--- config.mk ---
export PLATFORM = sky130hd
export DESIGN_NAME = seg7_scan_driver_flat
export DESIGN_NICKNAME = d
export VERILOG_FILES = /design/src/rtl/seg7_pkg.sv /design/src/rtl/seg7_scan_driver_if.sv /design/src/rtl/hex_to_seg7.sv /design/src/rtl/seg7_scan_driver.sv /design/src/flat_wrapper.sv
export SDC_FILE = /design/constraint.sdc
export NUM_CORES = 1
export LEC_CHECK = 0
export CAP_MARGIN = 10
export CORE_MARGIN = 10
export CORE_UTILIZATION = 40
export DETAILED_ROUTE_END_ITERATION = 8
export PLACE_DENSITY = 0.64
export REMOVE_ABC_BUFFERS = 1
export SLEW_MARGIN = 20
export SYNTH_ARGS = -nofsm -noshare
export SYNTH_HDL_FRONTEND = slang
export SYNTH_SLANG_ARGS = --single-unit
--- constraint.sdc ---
create_clock -name clk -period 2.89 [get_ports clk]
set_input_delay 0.867 -clock clk [delete_from_list [all_inputs] [get_ports clk]]
set_output_delay 0.867 -clock clk [all_outputs]
set_load 0.01 [all_outputs]
--- src/rtl/seg7_pkg.sv ---
// Shared constants for the 8-digit common-anode 7-segment scan driver.
// Latency: n/a (constants only).
// Backpressure: n/a.
//
// Segment bytes are active low, ordered {dp,g,f,e,d,c,b,a}; all patterns have dp off.
package seg7_pkg;

    // Bit positions inside a segment byte.
    localparam int SEG_BIT_A  = 0;
    localparam int SEG_BIT_B  = 1;
    localparam int SEG_BIT_C  = 2;
    localparam int SEG_BIT_D  = 3;
    localparam int SEG_BIT_E  = 4;
    localparam int SEG_BIT_F  = 5;
    localparam int SEG_BIT_G  = 6;
    localparam int SEG_BIT_DP = 7;

    // Hex glyphs, active low, dp off.
    localparam logic [7:0] SEG_0 = 8'hC0;
    localparam logic [7:0] SEG_1 = 8'hF9;
    localparam logic [7:0] SEG_2 = 8'hA4;
    localparam logic [7:0] SEG_3 = 8'hB0;
    localparam logic [7:0] SEG_4 = 8'h99;
    localparam logic [7:0] SEG_5 = 8'h92;
    localparam logic [7:0] SEG_6 = 8'h82;
    localparam logic [7:0] SEG_7 = 8'hF8;
    localparam logic [7:0] SEG_8 = 8'h80;
    localparam logic [7:0] SEG_9 = 8'h90;
    localparam logic [7:0] SEG_A = 8'h88;
    localparam logic [7:0] SEG_B = 8'h83;
    localparam logic [7:0] SEG_C = 8'hC6;
    localparam logic [7:0] SEG_D = 8'hA1;
    localparam logic [7:0] SEG_E = 8'h86;
    localparam logic [7:0] SEG_F = 8'h8E;

    // All segments dark / all digit enables off.
    localparam logic [7:0] SEG_BLANK = 8'hFF;
    localparam logic [7:0] AN_OFF    = 8'hFF;

endpackage

--- src/rtl/seg7_scan_driver_if.sv ---
// Display bus between the display-source mux and the scan driver.
// Latency: n/a (wiring only).
// Backpressure: none; the driver samples the source once per frame.
//
// Signals: disp_num[31:0] (nibble i -> digit i), point_in[7:0] (dp per digit),
// blink_in[7:0] (blink per digit), an[7:0] (digit enables, active low),
// seg[7:0] (segments, active low), frame_start (pulse at digit-0 dead cycle).
interface seg7_scan_driver_if;

    logic [31:0] disp_num;
    logic [7:0]  point_in;
    logic [7:0]  blink_in;
    logic [7:0]  an;
    logic [7:0]  seg;
    logic        frame_start;

    // Source side: drives the display word and masks, may watch the pins.
    modport master (
        output disp_num,
        output point_in,
        output blink_in,
        input  an,
        input  seg,
        input  frame_start
    );

    // Driver side.
    modport slave (
        input  disp_num,
        input  point_in,
        input  blink_in,
        output an,
        output seg,
        output frame_start
    );

endinterface

--- src/rtl/hex_to_seg7.sv ---
// Hex nibble plus decimal point to active-low 7-segment byte.
// Latency: combinational.
// Backpressure: n/a.
//
// Ports: i_nib[3:0] nibble, i_dp (1 = dp lit), o_seg[7:0] {dp,g,f,e,d,c,b,a} active low.
module hex_to_seg7
    import seg7_pkg::*;
(
    input  logic [3:0] i_nib,
    input  logic       i_dp,
    output logic [7:0] o_seg
);

    always_comb begin
        o_seg = SEG_BLANK;
        case (i_nib)
            4'h0: o_seg = SEG_0;
            4'h1: o_seg = SEG_1;
            4'h2: o_seg = SEG_2;
            4'h3: o_seg = SEG_3;
            4'h4: o_seg = SEG_4;
            4'h5: o_seg = SEG_5;
            4'h6: o_seg = SEG_6;
            4'h7: o_seg = SEG_7;
            4'h8: o_seg = SEG_8;
            4'h9: o_seg = SEG_9;
            4'hA: o_seg = SEG_A;
            4'hB: o_seg = SEG_B;
            4'hC: o_seg = SEG_C;
            4'hD: o_seg = SEG_D;
            4'hE: o_seg = SEG_E;
            4'hF: o_seg = SEG_F;
            default: o_seg = SEG_BLANK;
        endcase
        o_seg[SEG_BIT_DP] = ~i_dp;
    end

endmodule

--- src/rtl/seg7_scan_driver.sv ---
// Time-multiplexed 8-digit common-anode 7-segment driver with per-frame input snapshot and blink.
// Latency: an/seg/frame_start registered, 1 cycle after counter state; new inputs show in the next frame.
// Backpressure: none; inputs are sampled only at the frame boundary, never stalled.
//
// Ports: clk, rst (sync, active high), bus (slave modport: disp_num/point_in/blink_in in,
// an/seg/frame_start out).
module seg7_scan_driver
    import seg7_pkg::*;
#(
    parameter int SCAN_DIV     = 50000,
    parameter int BLINK_FRAMES = 64
) (
    input  logic                 clk,
    input  logic                 rst,
    seg7_scan_driver_if.slave    bus
);

    localparam int DIV_W = (SCAN_DIV > 1) ? $clog2(SCAN_DIV) : 1;
    localparam int FRM_W = (BLINK_FRAMES > 1) ? $clog2(BLINK_FRAMES) : 1;

    logic [DIV_W-1:0] r_div_cnt;
    logic [2:0]       r_digit;
    logic [FRM_W-1:0] r_frm_cnt;
    logic             r_phase;
    logic [31:0]      r_num_q;
    logic [7:0]       r_pt_q;
    logic [7:0]       r_bl_q;
    logic [7:0]       r_an;
    logic [7:0]       r_seg;
    logic             r_frame_start;

    logic             w_slot_end;
    logic             w_frame_end;
    logic             w_frm_wrap;
    logic             w_dead;
    logic             w_blank;
    logic [3:0]       w_nib;
    logic [7:0]       w_seg;
    logic [7:0]       w_an_lit;

    assign w_slot_end  = (r_div_cnt == DIV_W'(SCAN_DIV - 1));
    assign w_frame_end = w_slot_end && (r_digit == 3'd7);
    assign w_frm_wrap  = (r_frm_cnt == FRM_W'(BLINK_FRAMES - 1));

    // First cycle of every slot is dark so the previous digit's ghost never shows on the new anode.
    assign w_dead   = (r_div_cnt == '0);
    assign w_blank  = r_phase & r_bl_q[r_digit];
    assign w_nib    = 4'(r_num_q >> {r_digit, 2'b00});
    assign w_an_lit = ~(8'b1 << r_digit);

    hex_to_seg7 u_dec (
        .i_nib (w_nib),
        .i_dp  (r_pt_q[r_digit]),
        .o_seg (w_seg)
    );

    always_ff @(posedge clk) begin
        if (rst) begin
            r_div_cnt     <= '0;
            r_digit       <= 3'd0;
            r_frm_cnt     <= '0;
            r_phase       <= 1'b0;
            r_num_q       <= 32'd0;
            r_pt_q        <= 8'd0;
            r_bl_q        <= 8'd0;
            r_an          <= AN_OFF;
            r_seg         <= SEG_BLANK;
            r_frame_start <= 1'b0;
        end else begin
            r_div_cnt <= w_slot_end ? '0 : r_div_cnt + DIV_W'(1);
            if (w_slot_end) begin
                r_digit <= r_digit + 3'd1;
            end

            // Snapshot and blink phase move together so a frame is always self-consistent.
            if (w_frame_end) begin
                r_num_q   <= bus.disp_num;
                r_pt_q    <= bus.point_in;
                r_bl_q    <= bus.blink_in;
                r_frm_cnt <= w_frm_wrap ? '0 : r_frm_cnt + FRM_W'(1);
                if (w_frm_wrap) begin
                    r_phase <= ~r_phase;
                end
            end

            // seg keeps driving the new digit's glyph during the dark cycle; only an is gated.
            r_an          <= (w_dead || w_blank) ? AN_OFF : w_an_lit;
            r_seg         <= w_seg;
            r_frame_start <= w_dead && (r_digit == 3'd0);
        end
    end

    assign bus.an          = r_an;
    assign bus.seg         = r_seg;
    assign bus.frame_start = r_frame_start;

endmodule
--- src/flat_wrapper.sv ---
// flat-port wrapper written by rule: the top's interface ports become plain ports
module seg7_scan_driver_flat import seg7_pkg::*;
#(
    parameter int SCAN_DIV     = 50000,
    parameter int BLINK_FRAMES = 64
)
  (clk, rst, bus_disp_num, bus_point_in, bus_blink_in, bus_an, bus_seg, bus_frame_start);
  seg7_scan_driver_if bus_i ();
  input  logic clk;
  input  logic rst;
  input wire logic [$bits(bus_i.disp_num)-1:0] bus_disp_num;
  input wire logic [$bits(bus_i.point_in)-1:0] bus_point_in;
  input wire logic [$bits(bus_i.blink_in)-1:0] bus_blink_in;
  output wire logic [$bits(bus_i.an)-1:0] bus_an;
  output wire logic [$bits(bus_i.seg)-1:0] bus_seg;
  output wire logic [$bits(bus_i.frame_start)-1:0] bus_frame_start;
  assign bus_i.disp_num = bus_disp_num;
  assign bus_i.point_in = bus_point_in;
  assign bus_i.blink_in = bus_blink_in;
  assign bus_an = bus_i.an;
  assign bus_seg = bus_i.seg;
  assign bus_frame_start = bus_i.frame_start;
  seg7_scan_driver #(.SCAN_DIV(SCAN_DIV), .BLINK_FRAMES(BLINK_FRAMES)) u_core (.clk(clk), .rst(rst), .bus(bus_i));
endmodule
==> flow_summary.ini, run 1 <==
[floorplan]
die_w_um = 119.3
core_mm2 = 0.009684
start_util_pct = 40.74
rows = 36
ios = 67
die_area_mm2 = 0.01423
floorplan.die.height_um = 119.3

[layout]
diodes = 0
drive_gt1_share_pct = 9.178
design_area_mm2 = 0.004970
layout.nets = 583
fin_util_pct = 51.32
fin_cells = 656
areaGrowthSynthToFinish_pct = 25.98

[setup_path]
r2r_start = u_core.r_digit[0]
crit_type = register to register
cp.required_ns = 3.12
worstPathMaxFanout = 11
arrival_ns = 2.59
end_kind = register
setup.worst_path.start_class = register
crit_start = u_core.r_digit[0]

[status]
outcome = complete, no violations

[route]
wl_um = 8784
drc = 0
ant_nets = 0
via_per_inst = 4.904
dr_total_vias = 3217
wl_per_cell_um = 13.39
detail_route.first_pass.iterations = 4
drt_iter0_drc = 148

[global_routing]
grt_start_max_net_pins = 50
groute.usage.overall_pct = 12.54
grt-ovfl-total = 0
antenna_found_initial = 0
first_global_vias = 3184
grt_pass1_wl_um = 14920

[clock_network]
htreeDepth = 3
cts_root_buffer = clkbuf_8
cts_hold_buf = 0
clk_path_buf_depth = 2
cts_resized = 0
clk_latency_ns = 0.36
cts_tree = done
clock_sinks = 91
path_clk_slew_ns = 0.09
cts_made_buffers = 9
cts_setup_buffers = 0

[power_and_ir_drop]
p_leak_uw = 0.001769
p_per_area_mw_per_mm2 = 473.5
vdd_drop_max_uv = 257.3
total_power_uw = 2353

[sta]
slew_headroom_pct = 62.07
final_hold_viol_count = 0
fmax_mhz = 423.0
fin_crit_ns = 2.364
drv_slew = 0
timing.final.crit_share_pct = 81.80
finalSetupViolations = 0
tns_ns = 0
rsz0062_at_grt = false
fin_skew_ns = 0.008385
max_slew.worst_pin.slew_ns = 0.5680

[yosys]
ys_seq_elements = 91
synth_top_area_share_pct = 46.18
synth_top_flop_cell = dfxtp_1
syn_inst = 455
syn_area_mm2 = 0.003945
avgSynthCellArea_um2 = 8.670
yosysWarnings = 0
ys_top_cells_by_area = dfxtp_1 (46%), nand2_1 (12%), a21oi_1 (7.4%)
yosysTopAreaCell = dfxtp_1
ys_types = 43
ys_seq_area_share_pct = 46.18
synth_common_cells = nand2_1 (123), dfxtp_1 (91), a21oi_1 (58)
synth_edf_count = 0
synthArstFlopShare_pct = 0
synth.most_common_cell = nand2_1

[worst_hold_path]
min_from = u_core.r_num_q[12]
hp-class = register to register

[run]
drv_cap = 0

[placed_design]
place.port_buffers = 66
gp_congestion = 0.8560
dpl_cell_area_mm2 = 0.004743
placedCellCount = 640
dpl.hpwl_um = 6544
## cells in the final DEF (no fill, tap or decap), types with 2 or more instances in the layout
cell type | Yosys | routed
nor2b_1 | 2 | 2
o31ai_1 | 2 | 2
a31oi_1 | 4 | 4
nor4b_1 | 2 | 2
or3_1 | 3 | 3
nor2_1 | 26 | 26
nor4_1 | 2 | 2
xnor2_1 | 10 | 10
nand3_1 | 16 | 16
clkbuf_8 | 0 | 10
a211oi_1 | 2 | 2
nor3_1 | 5 | 5
nand4_1 | 2 | 2
a21oi_1 | 58 | 58
clkinvlp_4 | 0 | 2
and3_1 | 4 | 3
ha_1 | 15 | 15
buf_4 | 3 | 13
nand2_1 | 123 | 123
mux4_2 | 10 | 10
o21ai_0 | 5 | 5
mux2_2 | 2 | 2
inv_1 | 12 | 12
xor2_1 | 6 | 6
clkdlybuf4s50_1 | 0 | 65
mux2i_1 | 9 | 9
bufinv_16 | 0 | 2
or4_1 | 2 | 2
dfxtp_1 | 91 | 91
## routing by layer
layer,part of all wire (%),global-route usage (%)
met1,49,15.94
met2,47,20.23
met3,3.6,3.070
met4,1.2,4.525
met5,0,0
## cell families after synthesis
kind of cell,count (synthesis),synth area share (%)
AO/OA/AOI/OAI,79,11.16
XOR/XNOR,16,3.552
adder cells (fa/ha/maj),15,4.757
buffers and inverters,40,4.345
flip-flops,91,46.18
multiplexers,21,8.563
AND/OR/NAND/NOR,193,21.44
## state kept, by name, indices dropped and copies added, names as in the netlist
name,cells
u_core.r_digit,3
u_core.r_phase,1
u_core.r_div_cnt,16
u_core.r_bl_q,8
u_core.r_pt_q,8
u_core.r_frm_cnt,6
u_core.bus.seg,8
u_core.bus.frame_start,1
u_core.bus.an,8
u_core.r_num_q,32
## final timing paths
kind	end	slack [ns]	cells past startpoint
min reg2reg	u_core.r_num_q[12]	0.45	2
min	u_core.r_num_q[12]	0.45	2
max reg2reg	u_core.bus.seg[0]	0.53	7
max	u_core.bus.seg[0]	0.53	7
## layout make-up
type	count	area (µm²)
repair buffers	79	753.2
well taps	133	166.4
clock inverters	6	88.84
multi-input cells	324	1953
clock buffers	10	137.6
fillers	921	4715
inverters	13	48.80
flip-flops and latches	91	1822
## report_power, final
group          switching [µW]  leakage, µW  internal (µW)
combinational            47.8     0.000924           82.2
sequential               5.99     0.000736           1260
clock                     443     0.000108            510
total                     497      0.00177           1860
## per-stage QoR
step | hold WS, ns | worst slack [ns]
finish | 0.4521 | 0.5261
CTS | 0.4559 | 0.5032
detailed placement | 0.4440 | 0.5206
global placement | 0.4372 | 0.5688
global route | 0.4732 | 0.3078
floorplan | 0.4223 | 0.09894
## critical path, cell delays in order, from the launching register on
cell and delay [ns]:
dfxtp_1 0.33, buf_4 0.23, mux4_2 0.52, mux2i_1 0.25
inv_1 0.15, ha_1 0.26, a2111oi_0 0.40, a211oi_1 0.09
Power figures use the tool's default switching activity.
==> run 2: changes to the inputs <==
- clock period: 2.89 -> 2.3 ns (I/O delays scaled with it)
==> flow_summary.ini, run 2 (same netlist as run 1, synthesis figures left out) <==
[route]
dr_total_vias = 3265
detail_route.first_pass.iterations = 4
drt_iter0_drc = 151
wl_um = 9400
drc = 0
ant_nets = 0
wl_per_cell_um = 14.33
via_per_inst = 4.977

[floorplan]
start_util_pct = 40.74
rows = 36
die_w_um = 119.3
floorplan.die.height_um = 119.3
die_area_mm2 = 0.01423
core_mm2 = 0.009684
ios = 67

[layout]
nFillCells = 943
largest-register = u_core.r_num_q
top_regs = u_core.r_num_q x32, u_core.r_div_cnt x16
diodes = 0
layout.nets = 587
largest_reg_flops = 32
layout_common_cells = nand2_1 (123), dfxtp_1 (89), clkdlybuf4s50_1 (65)
drive_gt1_share_pct = 9.943
areaGrowthSynthToFinish_pct = 26.13
layout_commonest_cell = nand2_1
multi_input_area_mm2 = 0.001971
seqCellArea_mm2 = 0.001827

[setup_path]
slowest_stage = or4_4
rrSetupSlack_ns = 0.12
setup.worst_path.start_class = register
cp_num_buf_inv = 1
critical_path.top_delay_family = simple AND/OR/NAND/NOR gates
arrival_ns = 2.46
end_kind = register
cp.required_ns = 2.58
crit_chain = or4_4 > nor4_4 > buf_4 > nand3_4 > or4b_1 > a21oi_1
reg2reg_depth = 6
worstPathMaxFanout = 13
max_stage_delay_ns = 0.55
crit_cells = 6
crit_type = register to register

[placed_design]
gp_congestion = 0.7965
dpl.hpwl_um = 6896
place.port_buffers = 66

[sta]
slew_headroom_pct = 64.60
final_hold_viol_count = 0
max_slew.worst_pin.slew_ns = 0.5301
tns_ns = 0
rsz0062_at_grt = false
drv_slew = 0
fin_skew_ns = 0.009358
finalSetupViolations = 0
timing.final.crit_share_pct = 94.85
fin_crit_ns = 2.182
fmax_mhz = 458.4

[global_routing]
grt_util_met1_pct = 16.35
grt_use_met2_pct = 21.44
grt_start_max_net_pins = 52
groute.usage.overall_pct = 12.87
grt-ovfl-total = 0
met3_usage_pct = 2.504
busiest_layer = met2
first_global_vias = 3240
antenna_found_initial = 0
grt_pass1_wl_um = 15550

[worst_hold_path]
hp-class = register to register
whs_path_depth = 2

[power_and_ir_drop]
total_power_uw = 2753
p_per_area_mw_per_mm2 = 553.2
p_leak_uw = 0.001765
vdd_drop_max_uv = 250.5

[run]
drv_cap = 0

[clock_network]
clock_sinks = 91
clk_latency_ns = 0.35
cts_tree = done
cts_hold_buf = 0
cts_made_buffers = 9
path_clk_slew_ns = 0.08
htreeDepth = 3
clk_path_buf_depth = 2
cts_root_buffer = clkbuf_8

[status]
outcome = complete, no violations
==> run 2: repair_timing <==
item / 4_1_cts / 5_1_grt
buffers inserted: 0 / 1
setup endpoints to repair: 2 / 5
pin swaps: 0 / 1
gates resized for setup: 1 / 6
==> run 2: area by class of cell <==
class	count	share of cell area (%)
clock buffer	9	2.489
tap	133	3.344
multi-input combinational	324	39.60
clock inverter	3	0.8801
sequential	91	36.71
inverter	13	0.9806
timing repair buffer	83	15.99
==> run 2: per-layer routing <==
metal / vias up / part of all wire, %
met4: 0 / 1.2
met1: 1512 / 47
li1: 1672 / -
met3: 10 / 4.1
met2: 71 / 48
met5: - / 0
==> run 2: worst reg2reg max path, cell delays in order (launching register included) <==
cell     delay (ns)
dfxtp_1        0.34
or4_4          0.55
nor4_4         0.21
buf_4          0.18
nand3_4        0.15
or4b_1         0.55
a21oi_1        0.15
==> run 2: final timing paths <==
check                        from                   to
max          u_core.r_div_cnt[13]  u_core.r_frm_cnt[3]
min            u_core.r_num_q[23]   u_core.r_num_q[23]
max reg2reg  u_core.r_div_cnt[13]  u_core.r_frm_cnt[3]
min reg2reg    u_core.r_num_q[23]   u_core.r_num_q[23]
==> run 2: power breakdown <==
group / internal [µW] / switching [µW]
Combinational: 103 / 61.2
Sequential: 1590 / 7.70
Clock: 479 / 515
Total: 2170 / 584
==> run 2: metrics by stage <==
stage / util (%) / instance area (µm²) / hold WS [ns] / worst slack [ns] / instances
3_3_place_gp: 49.34 / 4778 / 0.4371 / 0.08439 / 643
5_1_grt: 51.38 / 4976 / 0.4755 / 0.02460 / 656
3_5_place_dp: 49.34 / 4778 / 0.4443 / -0.05114 / 643
2_1_floorplan: - / 3822 / 0.4223 / -0.4911 / 428
6_report: 51.38 / 4976 / 0.4528 / 0.1185 / 656
4_1_cts: 51.09 / 4947 / 0.4555 / 0.03307 / 655
